`config.mk`:
```
export PLATFORM = sky130hd
export DESIGN_NAME = life_ctrl_fsm
export DESIGN_NICKNAME = d
export VERILOG_FILES = /design/src/rtl/life_ctrl_pkg.sv /design/src/rtl/sat_counter.sv /design/src/rtl/life_ctrl_fsm.sv
export SDC_FILE = /design/constraint.sdc
export NUM_CORES = 1
export LEC_CHECK = 0
export CAP_MARGIN = 20
export CORE_UTILIZATION = 53
export DETAILED_ROUTE_END_ITERATION = 12
export PLACE_DENSITY = 0.89
export SYNTH_ARGS = -nofsm -noshare
export SYNTH_HDL_FRONTEND = slang
export SYNTH_HIERARCHICAL = 1
export SYNTH_SLANG_ARGS = --single-unit
```
`constraint.sdc`:
```
create_clock -name clka -period 2.8 [get_ports clka]
set_input_delay 0.56 -clock clka [delete_from_list [all_inputs] [get_ports clka]]
set_output_delay 0.56 -clock clka [all_outputs]
set_load 0.02 [all_outputs]
```
`src/rtl/life_ctrl_pkg.sv`:
```
// life_ctrl_pkg: shared definitions for the game-of-life controller.
//   state_t       - 4-bit state codes, also visible on the controller's
//                   state output.
//   WIN_LIMIT_DEF - default win-timer terminal value (15-bit timer).
package life_ctrl_pkg;

   typedef enum logic [3:0] {
      IDLE     = 4'd0,
      INPUT    = 4'd1,
      READ     = 4'd2,
      WRITE    = 4'd3,
      WRITEOUT = 4'd4,
      PAUSE    = 4'd5,
      WIN      = 4'd6,
      LOSE     = 4'd7,
      WAIT     = 4'd8
   } state_t;

   localparam logic [14:0] WIN_LIMIT_DEF = 15'h65FF;

endpackage

```
`src/rtl/sat_counter.sv`:
```
// sat_counter: up-counter that stops at LIMIT (no wrap).
//   clka     in  clock
//   rst      in  async active-high reset, clears the count
//   inc      in  count up by one when below LIMIT
//   clr      in  synchronous clear, wins over inc
//   at_limit out count == LIMIT
module sat_counter #(
   parameter int           W     = 15,
   parameter logic [W-1:0] LIMIT = '1
) (
   input  logic clka,
   input  logic rst,
   input  logic inc,
   input  logic clr,
   output logic at_limit
);

   logic [W-1:0] cnt;

   assign at_limit = (cnt == LIMIT);

   always_ff @(posedge clka or posedge rst) begin
      if (rst)                    cnt <= '0;
      else if (clr)               cnt <= '0;
      else if (inc && !at_limit)  cnt <= cnt + W'(1);
   end

endmodule

```
`src/rtl/life_ctrl_fsm.sv`:
```
// life_ctrl_fsm: sequences board load, per-cell read/write sweeps with a
// mem_ack handshake, generation write-out and win/lose detection.
//   clka, rst        clock, async active-high reset
//   inp              board load request, overrides everything
//   run              start one generation from IDLE
//   wai              level-sensitive hold request
//   lose_sig         lose condition from datapath
//   mem_ack          completes the current READ/WRITE access
//   load_data/read_data/write_data/write_out/win/lose
//                    Moore strobes decoded from the state register
//   state            current state code
//   addr             current cell index
//   gen_count        completed generations (wraps)
module life_ctrl_fsm
   import life_ctrl_pkg::*;
#(
   parameter int               ADDR_W    = 9,
   parameter int               CELLS     = 16,
   parameter int               WIN_W     = 15,
   parameter logic [WIN_W-1:0] WIN_LIMIT = WIN_W'(WIN_LIMIT_DEF),
   parameter int               GEN_W     = 8
) (
   input  logic              clka,
   input  logic              rst,
   input  logic              inp,
   input  logic              run,
   input  logic              wai,
   input  logic              lose_sig,
   input  logic              mem_ack,
   output logic              load_data,
   output logic              read_data,
   output logic              write_data,
   output logic              write_out,
   output logic              win,
   output logic              lose,
   output logic [3:0]        state,
   output logic [ADDR_W-1:0] addr,
   output logic [GEN_W-1:0]  gen_count
);

   localparam logic [3:0] ST_IDLE     = IDLE;
   localparam logic [3:0] ST_INPUT    = INPUT;
   localparam logic [3:0] ST_READ     = READ;
   localparam logic [3:0] ST_WRITE    = WRITE;
   localparam logic [3:0] ST_WRITEOUT = WRITEOUT;
   localparam logic [3:0] ST_PAUSE    = PAUSE;
   localparam logic [3:0] ST_WIN      = WIN;
   localparam logic [3:0] ST_LOSE     = LOSE;
   localparam logic [3:0] ST_WAIT     = WAIT;

   localparam logic [ADDR_W-1:0] LAST_ADDR = ADDR_W'(CELLS - 1);

   logic win_tmr_inc;
   logic win_tmr_max;

   // The win timer only runs while the board is "at rest".
   assign win_tmr_inc = (state == ST_IDLE) || (state == ST_WAIT) ||
                        (state == ST_PAUSE);

   sat_counter #(
      .W     (WIN_W),
      .LIMIT (WIN_LIMIT)
   ) u_win_tmr (
      .clka     (clka),
      .rst      (rst),
      .inc      (win_tmr_inc),
      .clr      (inp),
      .at_limit (win_tmr_max)
   );

   always_ff @(posedge clka or posedge rst) begin
      if (rst) begin
         state     <= ST_IDLE;
         addr      <= '0;
         gen_count <= '0;
      end else if (inp) begin
         state     <= ST_INPUT;
         addr      <= '0;
         gen_count <= '0;
      end else begin
         case (state)
            ST_IDLE: begin
               if (run && (lose_sig || win_tmr_max)) state <= ST_PAUSE;
               else if (run)                         state <= ST_READ;
               else if (wai)                         state <= ST_WAIT;
            end
            ST_INPUT:    state <= ST_WRITEOUT;
            ST_READ:     if (mem_ack) state <= ST_WRITE;
            ST_WRITE: begin
               if (mem_ack) begin
                  if (addr == LAST_ADDR) begin
                     addr      <= '0;
                     gen_count <= gen_count + GEN_W'(1);
                     state     <= ST_WRITEOUT;
                  end else begin
                     addr  <= addr + ADDR_W'(1);
                     state <= ST_READ;
                  end
               end
            end
            ST_WRITEOUT: state <= ST_IDLE;
            ST_PAUSE: begin
               if (win_tmr_max)   state <= ST_WIN;
               else if (lose_sig) state <= ST_LOSE;
            end
            ST_WIN, ST_LOSE: ;   // sticky until inp
            ST_WAIT:     if (!wai) state <= ST_IDLE;
            default:     state <= ST_IDLE;
         endcase
      end
   end

   assign load_data  = (state == ST_INPUT);
   assign read_data  = (state == ST_READ);
   assign write_data = (state == ST_WRITE);
   assign write_out  = (state == ST_WRITEOUT);
   assign win        = (state == ST_WIN);
   assign lose       = (state == ST_LOSE);

endmodule

```
==> results.md, run 1 <==
Global route:
- The number of antenna violations at the first check in global routing is 0.
- In the global route stage, overall resource usage came out at 0.251.
- The number of global-route vias before repair is 1,834.
- The sum of overflow across all layers after global routing is 0.
- The first-pass GRT wire length is 8220 microns.
- The largest net degree at the start of global routing is 27.

Outcome:
- The run finished with clean final reports.

Floorplan:
- The boundary pin count is 34.
- The die footprint is 0.00432 sq mm.
- Measured along the y axis, the die boundary spans 65.7 microns.
- The initial core utilization is 0.571.
- From left edge to right edge, the die measures 65.7 microns.
- The total area inside the core boundary comes to 0.00377 sq mm.
- The site row count is 22.

STA:
- Timing would allow up to 399 MHz.
- Setup repair after global routing left no endpoint under its margin.
- On the final layout, the worst clock skew is 0.00249 ns.
- The final-report max-slew violation count is 0.
- The portion of the clock cycle consumed by the worst path in the final layout is 0.896.
- At the pin with the least slew margin, the transition time is 0.846 ns.
- The clock period could shrink to 2.51 ns.
- The worst hold margin is 0.532 ns.
- The sum of negative setup slack is 0 ns.
- Setup violations remaining at the end of the flow were counted as 0.
- The final number of hold-violating endpoints is 0.
- The worst relative slew slack is 0.435.

Pwr:
- The share of total power in combinational logic is 0.364.
- The net switching power is 0.594 mW.
- Of the total power, registers draw 0.396.
- The leakage power is 1.00 nW.
- Of the total power, the clock network draws 0.240.
- Of the total power, the share spent switching nets is 0.373.
- The worst-case vdd ir drop is 0.462 mV.
- The internal power consumption is 0.998 mW.
- The total power per unit cell area is 619 mW/mm^2.

Synth:
- The mean instance size in the synthesized netlist is 9.00 sq um.
- The async set-reset flop share out of synthesis is 1.00.
- The number of enable flip-flop cells after synthesis is 0.
- In the synthesized netlist the dominant register cell turns out to be sky130_fd_sc_hd__dfrtp_1.
- The netlist uses 54 different library cells.
- Of the synthesized area, sequential elements account for 0.419.
- The netlist area before placement is 0.00215 sq mm.
- The net count after synthesis is 249.
- The number of synthesized register bits is 36.
- The cell count after synthesis came out at 239.
- The number of warning messages in the yosys log is 6.

Worst setup path:
- The setup path with the least slack is of type reg -> out.
- For flop-to-flop paths, the worst setup slack is 0.33 ns.
- The largest single stage delay on the critical path is 0.66 ns.
- The arrival time at the worst endpoint is 1.95 ns.
- Traced cell by cell, the critical path runs through and4bb_1 > clkdlybuf4s50_1.
- The worst setup path is launched from a flip-flop.
- The worst register-to-register path ends at state[0].
- STA puts the critical path data required time at 2.24 ns.
- The cell with the largest stage delay on the worst path is sky130_fd_sc_hd__clkdlybuf4s50_1.
- The cell family contributing the most delay on the critical path is buffers and inverters.
- Measured in cells, the most critical reg-to-reg path has a length of 6.
- The worst register-to-register path begins at u_win_tmr/cnt[11].
- Counting both buffers and inverters, the worst setup path holds a total of 1.
- The capturing element type of the critical path is a primary output.
- In this run the worst path has a maximum fanout of 12.

Drt:
- In this run the remaining antenna-violating nets after routing total 0.
- For this block, the routed nets add up to 4670 microns of wire.
- The iteration-0 DRC count of the detailed router is 133.
- The detailed router placed 1,903 vias in this run.
- For this run, the detailed router's first-pass iteration total came to 4.
- The wire length per cell after detailed routing is 14.6 microns.
- After detailed routing, the number of remaining DRC violations is 0.
- Dividing the detail-routed via count by the number of cells gives 5.95.

Job:
- Max-cap violations in this run came to 0.

Cells and area:
- The count of nets after finishing is 281.
- The repair_antennas step left the layout with diodes totalling 0.
- From synthesis to final layout, the design area changed by 19.7%.
- The number of filler instances in the final layout is 287.
- Leaving out fill and tap cells, the most frequent cells in the layout are sky130_fd_sc_hd__dfrtp_1, sky130_fd_sc_hd__clkdlybuf4s50_1, sky130_fd_sc_hd__nand2_1, sky130_fd_sc_hd__nor2_1, sky130_fd_sc_hd__a21oi_1.
- The non-filler instance count after layout is 320.
- In the final layout, the share of cells above drive strength 1 is 0.0882.
- The most frequent standard cell in the layout excluding fill and tap cells is sky130_fd_sc_hd__dfrtp_1.

Hold path:
- The path class of the tightest hold or removal check is reg -> reg.
- The start point of the worst min-delay path is gen_count[1].
- The cell depth of the worst hold path is 2.
- The worst hold path terminates at gen_count[1].

Clock tree:
- TritonCTS built the clock tree.
- The number of clock buffers added by TritonCTS is 5.
- The clock slew seen by the registers of the worst setup and hold paths is 0.07 ns.
- The clock sink total is 36.
- The number of gates resized after CTS is 0.
- After clock tree synthesis, the setup repair step added 0 buffers.
- The number of buffers inserted by hold repair at cts is 0.
- The longest clock path from root to sink contains 2 buffers.
- In this run the clock root is driven by a sky130_fd_sc_hd__clkbuf_8.
- The clock latency at the later pin of the worst-skew pair is 0.29 ns.
- CTS built an H-tree with a depth of 2.

Placement:
- The quantity of I/O buffers inserted on ports is 33.
- The half-perimeter wire length of the detailed placement result is 3350 microns.
- The post-placement cell count is 312.
- The global placement routability congestion is 0.899.
## through the flow
step	cell area [sq um]	total power, mW	utilization	setup WS, ns
CTS	2570	1.60	0.683	0.288
global placement	2480	1.20	0.658	0.530
detailed placement	2480	1.21	0.658	0.386
global route	2570	1.70	0.683	0.194
finish	2570	1.59	0.683	0.292
floorplan	2150	1.11	-	0.593
## flip-flops by register name (all words and copies together) (netlist names)
signal and count:
state 4, gen_count 8, addr 9, u_win_tmr/cnt 15
## power groups by stage
stage          combinational [mW]  clock [mW]  sequential [mW]
2_1_floorplan               0.489           0            0.617
3_3_place_gp                0.563           0            0.640
3_5_place_dp                0.574           0            0.639
4_1_cts                     0.579       0.391            0.629
5_1_grt                     0.639       0.421            0.641
6_report                    0.580       0.382            0.630
## synth_stat cells, drive strengths merged, types with 2 or more instances
master,count,area share
o21ai,18,0.044
nand4,5,0.017
nand3,8,0.019
or4,10,0.037
nor4b,2,0.011
nand3b,2,0.0070
nand2b,3,0.012
dfrtp,36,0.42
nor2,23,0.040
o31ai,5,0.017
nand2,24,0.042
or3,11,0.032
buf,8,0.033
xnor2,5,0.020
clkbuf,3,0.0052
nor3,9,0.021
nor4,4,0.015
and2,2,0.0070
nor3b,2,0.0070
a21oi,22,0.053
inv,8,0.014
or2,3,0.0087
xor2,6,0.024
ha,3,0.017
## worst min-delay path, stage by stage (launching register included)
cell                      delay, ns
sky130_fd_sc_hd__dfrtp_1       0.39
sky130_fd_sc_hd__nand2_1       0.07
sky130_fd_sc_hd__nand2_1       0.05
## worst max path at each step
stage / start / slack, ns / cells past startpoint / end
finish: state[3] / 0.29 / 2 / write_data
global route: state[3] / 0.19 / 2 / write_data
CTS: state[3] / 0.29 / 2 / write_data
detailed placement: u_win_tmr/cnt[11] / 0.39 / 6 / state[0]
global placement: u_win_tmr/cnt[11] / 0.53 / 6 / state[0]
floorplan: u_win_tmr/cnt[0] / 0.59 / 7 / state[0]
## metal layers
layer	wire, microns	share of wire	GRT usage	up-vias
met5	0	0	0	-
met4	83	0.018	0.120	0
met3	180	0.039	0.0556	8
met2	2280	0.49	0.412	45
met1	2120	0.45	0.309	918
li1	-	-	-	932
## cells by family after synthesis
family,Yosys count,share of synthesized area
buffers and inverters,19,0.0523
xor gates and xnor gates,11,0.0448
muxes,1,0.00465
adders and majority gates,3,0.0174
and+or+nand+nor,113,0.299
AOI/OAI and AO/OA,56,0.163
DFF,36,0.419
## layout make-up
cell class              instances  area [sq um]  share of cell area
inverters                       8          30.0              0.0117
clock buffers                   6          82.6              0.0321
clock inverters                 2          10.0             0.00389
flip-flops and latches         36           901               0.350
repair buffers                 36           353               0.137
well taps                      48          60.1              0.0233
multi-input cells             184          1140               0.442
Power figures use the tool's default switching activity.
==> inputs of run 2 (changes only) <==
Settings changed: CTS_CLUSTER_SIZE set to 24, TNS_END_PERCENT set to 20.
==> results of run 2 <==
Same layout as run 1: the final DEF is identical, and so are final timing and power.
